<file path="src/rtl/led_pkg.sv">
// Shared types and defaults for the LED breathing stage.
package led_pkg;

    typedef enum logic [1:0] {
        PH_UP   = 2'd0,
        PH_HI   = 2'd1,
        PH_DOWN = 2'd2,
        PH_LO   = 2'd3
    } phase_t;

    localparam int DEF_PWM_BITS         = 8;
    localparam int DEF_PERIODS_PER_STEP = 4;
    localparam int DEF_HOLD_STEPS       = 8;

    // Counter width for a modulo-n count; never narrower than one bit.
    function automatic int cnt_width(input int n);
        return (n > 1) ? $clog2(n) : 1;
    endfunction

endpackage

</file>
<file path="src/rtl/led_breather_if.sv">
// Enable input and observable outputs of the breathing LED stage.
interface led_breather_if #(parameter int PWM_BITS = led_pkg::DEF_PWM_BITS);

    logic                EN;
    logic                LED;
    logic [PWM_BITS-1:0] DUTY;
    logic [1:0]          PHASE;
    logic                CYCLE_DONE;

    modport master (output EN, input LED, DUTY, PHASE, CYCLE_DONE);
    modport slave  (input EN, output LED, DUTY, PHASE, CYCLE_DONE);

endinterface

</file>
<file path="src/rtl/led_step_timer.sv">
// Free-running PWM counter plus a divider that strobes once every
// PERIODS_PER_STEP PWM periods.
module led_step_timer
    import led_pkg::*;
#(
    parameter int PWM_BITS         = DEF_PWM_BITS,
    parameter int PERIODS_PER_STEP = DEF_PERIODS_PER_STEP
) (
    input  logic                CLK,
    input  logic                RST,
    input  logic                EN,
    output logic [PWM_BITS-1:0] pwm_cnt,
    output logic                step
);

    localparam int                  SW        = cnt_width(PERIODS_PER_STEP);
    localparam logic [PWM_BITS-1:0] DMAX      = '1;
    localparam logic [SW-1:0]       STEP_LAST = SW'(PERIODS_PER_STEP - 1);

    logic [SW-1:0] step_cnt;
    logic          period_end;

    assign period_end = EN && (pwm_cnt == DMAX);
    assign step       = period_end && (step_cnt == STEP_LAST);

    always_ff @(posedge CLK) begin
        if (RST) begin
            pwm_cnt  <= '0;
            step_cnt <= '0;
        end else if (EN) begin
            pwm_cnt <= pwm_cnt + 1'b1;
            if (period_end)
                step_cnt <= (step_cnt == STEP_LAST) ? '0 : step_cnt + 1'b1;
        end
    end

endmodule

</file>
<file path="src/rtl/led_breather.sv">
// Breathing PWM LED driver: ramps duty up, holds, ramps down, holds, repeats.
module led_breather
    import led_pkg::*;
#(
    parameter int PWM_BITS         = DEF_PWM_BITS,
    parameter int PERIODS_PER_STEP = DEF_PERIODS_PER_STEP,
    parameter int HOLD_STEPS       = DEF_HOLD_STEPS
) (
    input  logic          CLK,
    input  logic          RST,
    led_breather_if.slave bus
);

    localparam int                  HW        = cnt_width(HOLD_STEPS);
    localparam logic [PWM_BITS-1:0] DMAX      = '1;
    localparam logic [PWM_BITS-1:0] DMAX_M1   = DMAX - 1'b1;
    localparam logic [PWM_BITS-1:0] DUTY_ONE  = PWM_BITS'(1);
    localparam logic [HW-1:0]       HOLD_LAST = HW'(HOLD_STEPS - 1);

    logic [PWM_BITS-1:0] pwm_cnt;
    logic                step;
    logic [PWM_BITS-1:0] duty;
    logic [HW-1:0]       hold_cnt;
    phase_t              phase;
    logic                led;
    logic                cycle_done;

    led_step_timer #(
        .PWM_BITS        (PWM_BITS),
        .PERIODS_PER_STEP(PERIODS_PER_STEP)
    ) u_timer (
        .CLK    (CLK),
        .RST    (RST),
        .EN     (bus.EN),
        .pwm_cnt(pwm_cnt),
        .step   (step)
    );

    // Duty only moves on step strobes, which land on period ends, so a
    // PWM period never sees two different duty values.
    always_ff @(posedge CLK) begin
        if (RST) begin
            phase      <= PH_UP;
            duty       <= '0;
            hold_cnt   <= '0;
            led        <= 1'b0;
            cycle_done <= 1'b0;
        end else begin
            led        <= bus.EN && (pwm_cnt < duty);
            cycle_done <= 1'b0;
            if (step) begin
                unique case (phase)
                    PH_UP: begin
                        duty <= duty + 1'b1;
                        if (duty == DMAX_M1) begin
                            phase    <= PH_HI;
                            hold_cnt <= '0;
                        end
                    end
                    PH_HI: begin
                        if (hold_cnt == HOLD_LAST) begin
                            phase    <= PH_DOWN;
                            hold_cnt <= '0;
                        end else begin
                            hold_cnt <= hold_cnt + 1'b1;
                        end
                    end
                    PH_DOWN: begin
                        duty <= duty - 1'b1;
                        if (duty == DUTY_ONE) begin
                            phase    <= PH_LO;
                            hold_cnt <= '0;
                        end
                    end
                    PH_LO: begin
                        if (hold_cnt == HOLD_LAST) begin
                            phase      <= PH_UP;
                            hold_cnt   <= '0;
                            cycle_done <= 1'b1;
                        end else begin
                            hold_cnt <= hold_cnt + 1'b1;
                        end
                    end
                endcase
            end
        end
    end

    assign bus.LED        = led;
    assign bus.DUTY       = duty;
    assign bus.PHASE      = phase;
    assign bus.CYCLE_DONE = cycle_done;

endmodule

</file>
<file path="src/flat_wrapper.sv">
// flat-port wrapper written by rule: the top's interface ports become plain ports
module led_breather_flat import led_pkg::*;
#(
    parameter int PWM_BITS         = DEF_PWM_BITS,
    parameter int PERIODS_PER_STEP = DEF_PERIODS_PER_STEP,
    parameter int HOLD_STEPS       = DEF_HOLD_STEPS
)
  (CLK, RST, bus_EN, bus_LED, bus_DUTY, bus_PHASE, bus_CYCLE_DONE);
  led_breather_if #(.PWM_BITS(PWM_BITS)) bus_i ();
  input  logic CLK;
  input  logic RST;
  input wire logic [$bits(bus_i.EN)-1:0] bus_EN;
  output wire logic [$bits(bus_i.LED)-1:0] bus_LED;
  output wire logic [$bits(bus_i.DUTY)-1:0] bus_DUTY;
  output wire logic [$bits(bus_i.PHASE)-1:0] bus_PHASE;
  output wire logic [$bits(bus_i.CYCLE_DONE)-1:0] bus_CYCLE_DONE;
  assign bus_i.EN = bus_EN;
  assign bus_LED = bus_i.LED;
  assign bus_DUTY = bus_i.DUTY;
  assign bus_PHASE = bus_i.PHASE;
  assign bus_CYCLE_DONE = bus_i.CYCLE_DONE;
  led_breather #(.PWM_BITS(PWM_BITS), .PERIODS_PER_STEP(PERIODS_PER_STEP), .HOLD_STEPS(HOLD_STEPS)) u_core (.CLK(CLK), .RST(RST), .bus(bus_i));
endmodule
</file>
<file path="config.mk">
export PLATFORM = sky130hd
export DESIGN_NAME = led_breather_flat
export DESIGN_NICKNAME = d
export VERILOG_FILES = /design/src/rtl/led_pkg.sv /design/src/rtl/led_breather_if.sv /design/src/rtl/led_step_timer.sv /design/src/rtl/led_breather.sv /design/src/flat_wrapper.sv
export SDC_FILE = /design/constraint.sdc
export NUM_CORES = 1
export LEC_CHECK = 0
export CORE_AREA = 4 4 70 72
export CTS_CLUSTER_SIZE = 8
export DETAILED_ROUTE_END_ITERATION = 6
export DIE_AREA = 0 0 74 76
export PLACE_DENSITY_LB_ADDON = 0.15
export SLEW_MARGIN = 30
export SYNTH_ARGS = -nofsm -noshare
export SYNTH_HDL_FRONTEND = slang
export SYNTH_SLANG_ARGS = --single-unit
</file>
<file path="constraint.sdc">
create_clock -name CLK -period 6.4 [get_ports CLK]
set_clock_uncertainty 0.2 [all_clocks]
set_input_delay 1.28 -clock CLK [delete_from_list [all_inputs] [get_ports CLK]]
set_output_delay 1.28 -clock CLK [all_outputs]
set_load 0.02 [all_outputs]
</file>
* Yosys cells after proc, flatten, opt, wreduce, memory -nomap -nowiden
Cells that the tools add are included.
** Cells by class
- $lt $le $gt $ge :: 1
- Muxes and demuxes :: 12
- Bitwise logic cells :: 2
- Eq/ne operators :: 12
- Reductions and logical operators :: 11
- Add/subtract/negate cells :: 5
** Operator list (count)
- $add A8 B1 Y8 const B :: 2
- $eq A8 B8 Y1 const B :: 2
- $pmux W8 S2 :: 1
- $mux W2 :: 5
- $mux W3 :: 3
- $pmux W3 S3 :: 1
- $eq A8 B1 Y1 const B :: 1
- $lt A8 B8 Y1 :: 1
- $ne A2 B1 Y1 const B :: 4
- $pmux W2 S4 :: 1
- $sub A8 B1 Y8 const B :: 1
- $eq A2 B2 Y1 const B :: 3
- $reduce_and A5 Y1 :: 1
- $reduce_and A2 Y1 :: 2
- $add A3 B1 Y3 const B :: 1
- $eq A3 B3 Y1 const B :: 1
- $logic_and A1 B1 Y1 :: 3
- $reduce_and A3 Y1 :: 1
- $reduce_or A3 Y1 :: 1
- $add A2 B1 Y2 const B :: 1
- $eq A2 B1 Y1 const B :: 1
- $logic_not A2 Y1 :: 1
- $not A1 Y1 :: 2
- $reduce_bool A2 Y1 :: 1
- 2 further kinds :: 2
** Word-level totals
- Register bits :: 25
- Bits of input ports :: 3
- Output and inout port bits :: 12
- Logic and storage cells :: 50

* Depth between registers and ports, before layout
Gate-level depths: netlist of run 1.
- Depth in word-level cells :: 5
- Depth in mapped cells :: 8
- Gate-level depth less buffers :: 7

* Modules after synthesis
Synthesis of run 1 repeated with hierarchy kept, for this count alone.
** Second synthesis, totals
- Cell total of the unflattened synthesis :: 176
- Area, all modules :: 1564.0 µm²
** By module, submodules not included
- led_breather :: cells each 125, seq. area each 300.3 µm², times used 1, area an instance 1101.1 µm²
- led_step_timer :: cells each 51, seq. area each 200.2 µm², times used 1, area an instance 462.9 µm²

* Worst setup path before layout of run 1
OpenSTA, ideal clock, no wires.
- Path kind :: in2reg
- Start :: input bus_EN
- End :: register u_core.duty[5], in the netlist u_core.bus.DUTY[5]
- Buffers on the path :: 1
- Setup slack :: 3.420 ns
- Stages on the path :: 6
- Arrival time :: 2.652 ns
- Setup time :: 0.128 ns
- Required time :: 6.072 ns
- Cell sequence :: clkbuf_1 nand4_2 nor4_2 o21ai_1 xnor2_1 nor2_1
** Between the ends
- Longest elaborated chain between the ends :: 3
** Ends and longest elaborated chain
- start: declaration :: RTL line flat_wrapper.sv:12 : input wire logic [$bits(bus_i.EN)-1:0] bus_EN;
- $logic_and A1 B1 Y1 :: RTL line led_step_timer.sv:23 : assign period_end = EN && (pwm_cnt == DMAX);
- $logic_and A1 B1 Y1 :: RTL line led_step_timer.sv:24 : assign step = period_end && (step_cnt == STEP_LAST);
- $reduce_and A2 Y1 (no line)
- end signal: assignment :: RTL line led_breather.sv:54 : duty <= duty + 1'b1;
- end signal: assignment :: RTL line led_breather.sv:69 : duty <= duty - 1'b1;
- end: declaration :: RTL line led_breather.sv:22 : logic [PWM_BITS-1:0] duty;
Every way passes these cells.
A chain may end at the register's enable or synchronous reset.

* Worst setup path after layout of run 1
- Start :: input bus_EN
- End :: register u_core.duty[6], in the netlist u_core.bus.DUTY[6]
The elaborated chain is that of the path after synthesis.

==> flow_metrics.env, run 1 <==
export IMPL_required_ns=6.33
export IMPL_yosysMostFrequentCell="dfxtp_1"
export IMPL_crit_chain="clkdlybuf4s50_1 > nand4_2 > nor4_2 > nand2_1 > xnor2_1 > nor2_1"
export IMPL_internal_power_mw=0.206
export IMPL_clk_path_buf_depth=2
export IMPL_grt_pass1_vias=1184
export IMPL_syn_num_nets=188
export IMPL_final_cell_area_um2=1710
export IMPL_ys_seq_area_share_pct=33.4
export IMPL_finalSetupTns_ns=0
export IMPL_synth_seq_cells=25
export IMPL_vdd_ir_drop_max_v=0.0000732
export IMPL_synth_avg_cell_area_um2=9.03
export IMPL_cts_sinks=25
export IMPL_worstPathArrival_ns=3.32
export IMPL_io_buffers=14
export IMPL_max_freq_mhz=295
export IMPL_grt_usage_pct=11.8
export IMPL_synth_top_flop_cell="dfxtp_1"
export IMPL_cts_setup_buffers=0
export IMPL_synthTopCellsByCount="dfxtp_1 (25), nor2_1 (24), ha_1 (19), nand2_1 (15), inv_1 (13)"
export IMPL_slowest_stage="nor4_2"
export IMPL_place_area_um2=1660
export IMPL_final_nets=202
export IMPL_hold_path_class="flop to flop"
export IMPL_outcome="complete, no violations"
export IMPL_hold_ws_ns=0.278
export IMPL_final_cells=231
export IMPL_synth_edf_count=0
export IMPL_crit_family="simple AND/OR/NAND/NOR gates"
export IMPL_grt_first_pass_wirelength_um=5360
export IMPL_timing_final_crit_share_pct=52.9
export IMPL_combPwrFrac_pct=4.1
export IMPL_dp_hpwl_um=2340
export IMPL_worst_path_buf_inv=1
export IMPL_via_per_inst=4.98
export IMPL_cp_max_fo=9
export IMPL_worst_skew_pair_late_latency_ns=0.27
export IMPL_p_per_area_nw_per_um2=156
export IMPL_p_clk_share_pct=36.6
export IMPL_routed_wirelength_um=3020
export IMPL_n_antenna_cell=0
export IMPL_vias=1150
export IMPL_syn_cell_area_um2=1500
export IMPL_slowest_delay_ns=0.75
export IMPL_cts_hold_buf=0
export IMPL_cts_tree="built"
export IMPL_rsz0062_at_grt="no"
export IMPL_drive_gt1_share_pct=7.82
export IMPL_firstDrtPassIters=4
export IMPL_path_clk_slew_ns=0.10
export IMPL_dp_cells=227
export IMPL_cts_resized=0
export IMPL_post_route_min_period_ns=3.39
export IMPL_swShare_pct=22.9
export IMPL_boundaryPins=15
export IMPL_grt_max_degree=26
export IMPL_syn_inst=166
export IMPL_hold_viol=0
export IMPL_start_kind="input pin"
export IMPL_drt_iter0_drc=73
export IMPL_design_power_total_mw=0.267
export IMPL_coreArea_um2=4290
export IMPL_worstSetupEndpointType="flop"
export IMPL_maxSlewViolCount=0
export IMPL_gp_congestion=0.791
export IMPL_synth_top_area_share_pct=33.4
export IMPL_synth_area_leaders="dfxtp_1 (33%), ha_1 (16%), nor2_1 (6.0%)"
export IMPL_area_growth_pct=14.0
export IMPL_antenna_found_initial=0
export IMPL_ant_nets=0
export IMPL_leakagePower_nw=0.646
export IMPL_cts_root_buf="clkbuf_8"
export IMPL_htreeDepth=1
export IMPL_synth_cell_types=39
export IMPL_initial_utilization_pct=34.9
export IMPL_die_area_um2=5620
export IMPL_maxCapViolCount=0
export IMPL_p_sw_mw=0.0611
export IMPL_worst_slew_pin_slew_ns=0.945
export IMPL_critical_path_class="input pin to flop"
export IMPL_setup_violations_final=0
export IMPL_yosysWarnings=0
export IMPL_num_rows=24
export IMPL_pwr_share_seq_pct=59.3
export IMPL_overflow=0
export IMPL_synth_largest_area_cell="dfxtp_1"
export IMPL_cts_made_buffers=3
export IMPL_relSlewSlack_pct=36.8
export IMPL_drc=0
export IMPL_ys_async_sr_fraction_pct=0
export IMPL_avgRoutedWirePerCell_um=13.1
export IMPL_die_w_um=74
export IMPL_fill_cells=432
export IMPL_die_y_um=76
[worst register-to-register path, delay by kind of cell (launching register included)]
| kind | cells | cell delay [ns] |
|---|---|---|
| simple gates | 3 | 1.30 |
| flops | 1 | 0.38 |
| compound gates | 2 | 0.44 |
[power groups by stage]
stage	sequential [mW]	combinational [mW]	clock (mW)
2_1_floorplan	0.162	0.00899	0
3_3_place_gp	0.162	0.0108	0
3_5_place_dp	0.162	0.0112	0
4_1_cts	0.159	0.0112	0.103
5_1_grt	0.159	0.0121	0.109
6_report	0.159	0.0109	0.0978
[logic make-up after synthesis]
logic type,Yosys count,synth area share [%]
AND/OR/NAND/NOR,64,23.1
adder cells (fa/ha/maj),19,15.9
multiplexers,5,3.34
buffers and inverters,18,6.18
flip-flops,25,33.4
AO/OA/AOI/OAI,21,9.93
XOR/XNOR,14,8.18
[per-layer routing]
| metal | up-vias | GRT usage, % | share of wire (%) |
|---|---|---|---|
| met2 | 16 | 19.1 | 49 |
| li1 | 596 | - | - |
| met1 | 536 | 15.5 | 48 |
| met4 | 0 | 4.35 | 0.46 |
| met3 | 2 | 1.98 | 3.0 |
| met5 | - | 0 | 0 |
[stage by stage]
step / utilization, % / setup WS, ns
finish: 39.8 / 3.01
global route: 39.8 / 2.79
CTS: 39.8 / 3.03
detailed placement: 38.7 / 2.70
global placement: 38.7 / 2.81
floorplan: - / 3.42
[cells in the final DEF, fill, tap and decap left out, drive strengths merged, types with 3 or more instances in the layout]
cell type      count
a21oi              6
clkbuf             3
clkdlybuf4s50     14
dfxtp             25
ha                19
inv               13
mux2i              5
nand2             15
nand4              5
nor2              24
nor3               3
nor4               3
o21ai              5
o22ai              3
xnor2             10
xor2               4
[sequential cells by signal (all words and copies together), names as in the netlist]
| signal | count |
|---|---|
| u_core.bus.CYCLE_DONE | 1 |
| u_core.bus.DUTY | 8 |
| u_core.bus.LED | 1 |
| u_core.bus.PHASE | 2 |
| u_core.hold_cnt | 3 |
| u_core.u_timer.pwm_cnt | 8 |
| u_core.u_timer.step_cnt | 2 |
[cell type report]
cell class | count | area, µm² | area share, %
well taps | 52 | 65.1 | 3.81
repair buffers | 14 | 140 | 8.20
flip-flops and latches | 25 | 500 | 29.3
clock buffers | 3 | 41.3 | 2.42
inverters | 13 | 48.8 | 2.86
multi-input cells | 123 | 906 | 53.0
clock inverters | 1 | 7.51 | 0.439
[final timing paths]
check,slack (ns),from,depth (start not counted),to
worst max-delay path,3.01,bus_EN,6,u_core.bus.DUTY[6]
worst max register to register,3.99,u_core.bus.DUTY[2],5,u_core.hold_cnt[1]
worst min register to register,0.28,u_core.hold_cnt[2],2,u_core.hold_cnt[2]
worst min-delay path,0.28,u_core.hold_cnt[2],2,u_core.hold_cnt[2]
(Power assumes the default switching activity.)
==> run 2, diff against run 1 <==
clock period = 3.5 ns   (was 6.4 ns; I/O delays follow)
==> flow_metrics.env, run 2 (synthesis results as in run 1) <==
export IMPL_outcome="complete, no violations"
export IMPL_hold_path_class="flop to flop"
export IMPL_design_power_total_mw=0.492
export IMPL_slowest_delay_ns=0.62
export IMPL_num_rows=24
export IMPL_crit_family="simple AND/OR/NAND/NOR gates"
export IMPL_post_route_min_period_ns=2.69
export IMPL_required_ns=3.49
export IMPL_area_growth_pct=14.5
export IMPL_hold_viol=0
export IMPL_antenna_found_initial=0
export IMPL_worstPathArrival_ns=2.68
export IMPL_grt_max_degree=26
export IMPL_holdPathEnd="u_core.hold_cnt[0]"
export IMPL_setup_violations_final=0
export IMPL_via_per_inst=5.01
export IMPL_maxSlewViolCount=0
export IMPL_hold_ws_ns=0.279
export IMPL_critical_path_class="input pin to flop"
export IMPL_reg2reg_depth=5
export IMPL_cts_tree="built"
export IMPL_vdd_ir_drop_max_v=0.000133
export IMPL_coreArea_um2=4290
export IMPL_final_util_pct=40.0
export IMPL_cts_hold_buf=0
export IMPL_max_freq_mhz=371
export IMPL_r2r_start="u_core.bus.DUTY[2]"
export IMPL_min_from="u_core.hold_cnt[0]"
export IMPL_rsz0062_at_grt="no"
export IMPL_worst_slew_pin_slew_ns=0.940
export IMPL_grt_usage_pct=11.4
export IMPL_initial_utilization_pct=34.9
export IMPL_routed_wirelength_um=2970
export IMPL_timing_final_crit_share_pct=77.0
export IMPL_worstSetupEndpointType="flop"
export IMPL_drive_gt1_share_pct=8.33
export IMPL_grt_pass1_vias=1130
export IMPL_die_area_um2=5620
export IMPL_cts_made_buffers=3
export IMPL_worst_skew_pair_late_latency_ns=0.27
export IMPL_die_w_um=74
export IMPL_gp_congestion=0.771
export IMPL_boundaryPins=15
export IMPL_layout_common_cells="dfxtp_1 (25), nor2_1 (24), ha_1 (19)"
export IMPL_drc=0
export IMPL_io_buffers=14
export IMPL_clk_path_buf_depth=2
export IMPL_leakagePower_nw=0.651
export IMPL_cts_root_buf="clkbuf_8"
export IMPL_r2r_slack_ns=1.11
export IMPL_crit_chain="clkdlybuf4s50_1 > nand4_2 > nor3_2 > nand3_2 > or4b_1 > a21oi_1"
export IMPL_die_y_um=76
export IMPL_p_per_area_nw_per_um2=287
export IMPL_firstDrtPassIters=4
export IMPL_finalSetupTns_ns=0
export IMPL_overflow=0
export IMPL_n_antenna_cell=0
export IMPL_maxCapViolCount=0
export IMPL_vias=1163
export IMPL_cp_max_fo=6
export IMPL_mostFrequentLayoutCell="dfxtp_1"
export IMPL_ant_nets=0
export IMPL_slowest_stage="clkdlybuf4s50_1"
export IMPL_path_clk_slew_ns=0.09
export IMPL_worst_path_buf_inv=1
export IMPL_r2r_end="u_core.hold_cnt[1]"
export IMPL_final_nets=203
export IMPL_start_kind="input pin"
export IMPL_hold_path_depth=2
export IMPL_htreeDepth=1
export IMPL_grt_first_pass_wirelength_um=5210
export IMPL_dp_hpwl_um=2240
export IMPL_cts_setup_buffers=0
export IMPL_cts_sinks=25
export IMPL_avgRoutedWirePerCell_um=12.8
export IMPL_drt_iter0_drc=56
export IMPL_cts_resized=0
export IMPL_relSlewSlack_pct=37.1
-- run 2: worst max-delay path by stage --
stage | startpoint | endpoint | slack [ns] | cells past startpoint
after detailed placement | bus_EN | u_core.hold_cnt[1] | 0.52 | 6
after CTS | bus_EN | u_core.hold_cnt[1] | 0.81 | 6
after global placement | bus_EN | u_core.hold_cnt[1] | 0.61 | 6
final | bus_EN | u_core.hold_cnt[1] | 0.81 | 6
after global routing | bus_EN | u_core.hold_cnt[1] | 0.71 | 6
after floorplan | bus_EN | u_core.bus.DUTY[5] | 1.10 | 6
-- run 2: through the flow --
stage / cells / setup slack, ns / area (µm²)
2_1_floorplan: 166 / 1.10 / 1500
3_3_place_gp: 228 / 0.611 / 1670
3_5_place_dp: 228 / 0.517 / 1670
4_1_cts: 232 / 0.813 / 1720
5_1_grt: 232 / 0.708 / 1720
6_report: 232 / 0.806 / 1720
-- run 2: power breakdown --
group / switching [mW] / total, mW / leakage [nW] / internal (mW)
combinational: 0.0112 / 0.0204 / 0.428 / 0.00922
sequential: 0.00306 / 0.290 / 0.202 / 0.287
clock: 0.101 / 0.182 / 0.0217 / 0.0809
total: 0.115 / 0.492 / 0.651 / 0.377
-- run 2: area by class of cell --
type	count	area (µm²)
Fill cell	439	2580
Multi-Input combinational cell	123	906
Sequential cell	25	500
Timing Repair Buffer	15	148
Tap cell	52	65.1
Inverter	13	48.8
Clock buffer	3	41.3
Clock inverter	1	7.51
-- run 2: per-layer routing --
layer / vias up / routed length [µm] / GRT usage (%)
met5: - / 0 / 0
li1: 591 / - / -
met1: 549 / 1490 / 15.3
met2: 18 / 1330 / 17.8
met4: 0 / 44 / 3.99
met3: 5 / 110 / 2.11
-- run 2: worst min-delay path, delay by kind of cell (launching register included) --
family / cells / cell delay, ns
flip-flops: 1 / 0.33
AO/OA/AOI/OAI: 1 / 0.05
AND/OR/NAND/NOR: 1 / 0.06
==> run 3, diff against run 2 <==
clock period = 2.24 ns   (was 3.5 ns; I/O delays follow)
==> flow_metrics.env, run 3 (synthesis results as in run 1) <==
export IMPL_firstDrtPassIters=4
export IMPL_path_clk_slew_ns=0.09
export IMPL_grt_max_degree=15
export IMPL_required_ns=2.24
export IMPL_relSlewSlack_pct=65.1
export IMPL_hold_viol=0
export IMPL_die_y_um=76
export IMPL_ff_latch_area_um2=502
export IMPL_htreeDepth=1
export IMPL_outcome="complete, no violations"
export IMPL_timing_final_crit_share_pct=99.8
export IMPL_routed_wirelength_um=3090
export IMPL_grt_pass1_vias=1159
export IMPL_leakagePower_nw=0.732
export IMPL_antenna_found_initial=0
export IMPL_vdd_ir_drop_max_v=0.000162
export IMPL_rsz0062_at_grt="yes"
export IMPL_setup_violations_final=0
export IMPL_maxSlewViolCount=0
export IMPL_final_cells=247
export IMPL_r2r_slack_ns=0.003
export IMPL_busiest_layer="met2"
export IMPL_coreArea_um2=4290
export IMPL_max_freq_mhz=447
export IMPL_area_growth_pct=22.7
export IMPL_initial_utilization_pct=34.9
export IMPL_multiInputGateArea_um2=917
export IMPL_n_antenna_cell=0
export IMPL_cts_sinks=25
export IMPL_post_route_min_period_ns=2.24
export IMPL_cts_tree="built"
export IMPL_vias=1205
export IMPL_dp_cells=240
export IMPL_grt_usage_pct=11.8
export IMPL_maxCapViolCount=0
export IMPL_die_area_um2=5620
export IMPL_worst_skew_pair_late_latency_ns=0.27
export IMPL_met1_usage_pct=16.1
export IMPL_worst_slew_pin_slew_ns=0.522
export IMPL_via_per_inst=4.88
export IMPL_gr_usage_met3_pct=1.98
export IMPL_layout_common_cells="nor2_1 (24), dfxtp_1 (24), ha_1 (19)"
export IMPL_gp_congestion=0.839
export IMPL_overflow=0
export IMPL_setup_ws_ns=0.00348
export IMPL_num_rows=24
export IMPL_cts_made_buffers=3
export IMPL_hold_path_class="flop to flop"
export IMPL_worstPathArrival_ns=2.24
export IMPL_boundaryPins=15
export IMPL_drc=0
export IMPL_ant_nets=0
export IMPL_cts_hold_buf=0
export IMPL_avgRoutedWirePerCell_um=12.5
export IMPL_cp_max_fo=4
export IMPL_drive_gt1_share_pct=17.4
export IMPL_place_ws_ns=-0.159
export IMPL_grt_first_pass_wirelength_um=5330
export IMPL_dp_hpwl_um=2430
export IMPL_die_w_um=74
export IMPL_worstSetupEndpointType="flop"
export IMPL_io_buffers=14
export IMPL_cts_root_buf="clkbuf_8"
export IMPL_fill_cells=426
export IMPL_final_nets=218
export IMPL_p_per_area_nw_per_um2=413
export IMPL_start_kind="flop"
export IMPL_grtUsageMet2_pct=18.4
export IMPL_critical_path_class="flop to flop"
export IMPL_drt_iter0_drc=74
export IMPL_clk_path_buf_depth=2
run 3: changes by cell type in the layout (fill, tap and decap cells not counted):
cell / before / now
clkinvlp_4: 1 / 0
a21oi_2: 0 / 2
buf_4: 1 / 16
dfxtp_1: 25 / 24
dfxtp_2: 0 / 1
or4b_4: 0 / 1
a21oi_1: 6 / 4
clkinv_2: 0 / 1
or4b_1: 1 / 0
run 3: metrics by stage:
step | power [mW] | setup TNS (ns) | hold WS, ns | instance area [µm²] | util, %
after floorplan | 0.489 | 0 | 0.233 | 1500 | -
after global placement | 0.498 | -0.316 | 0.249 | 1760 | 41.0
after detailed placement | 0.499 | -0.508 | 0.257 | 1760 | 41.0
after CTS | 0.779 | 0 | 0.272 | 1820 | 42.4
after global routing | 0.800 | -0.254 | 0.285 | 1840 | 42.8
final | 0.760 | 0 | 0.270 | 1840 | 42.8
run 3: worst paths after layout:
| check | start | end | cells past startpoint |
|---|---|---|---|
| worst max-delay path | u_core.bus.DUTY[2] | u_core.hold_cnt[1] | 5 |
| worst min-delay path | u_core.hold_cnt[2] | u_core.hold_cnt[2] | 2 |
| worst max register to register | u_core.bus.DUTY[2] | u_core.hold_cnt[1] | 5 |
| worst min register to register | u_core.hold_cnt[2] | u_core.hold_cnt[2] | 2 |
run 3: final cells by class:
| class | instances | area share [%] |
|---|---|---|
| Multi-Input combinational cell | 123 | 49.9 |
| Sequential cell | 25 | 27.3 |
| Timing Repair Buffer | 30 | 14.1 |
| Tap cell | 52 | 3.54 |
| Inverter | 13 | 2.65 |
| Clock buffer | 3 | 2.24 |
| Clock inverter | 1 | 0.272 |
run 3: power breakdown:
| part | switching, mW | leakage (nW) | internal, mW |
|---|---|---|---|
| logic | 0.0179 | 0.504 | 0.0176 |
| clock network | 0.147 | 0.0255 | 0.124 |
| registers | 0.00458 | 0.202 | 0.449 |
run 3: per-layer routing:
| layer | part of all wire [%] | wire length, µm |
|---|---|---|
| met4 | 0.68 | 21 |
| met1 | 49 | 1520 |
| met5 | 0 | 0 |
| met3 | 3.8 | 118 |
| met2 | 46 | 1430 |
run 3: timing repair:
item / in CTS / in global routing
buffers inserted: 2 / 1
gates resized for setup: 0 / 3
endpoints found under the setup margin: 2 / 3
gates cloned: 0 / 0
pin swaps: 1 / 1
run 3: worst max-delay path, cell delays in order (launching register included):
cell and delay (ns):
dfxtp_2 0.33, or4_4 0.57, o41ai_4 0.26, nand3_2 0.14
or4b_4 0.53, a21oi_2 0.14
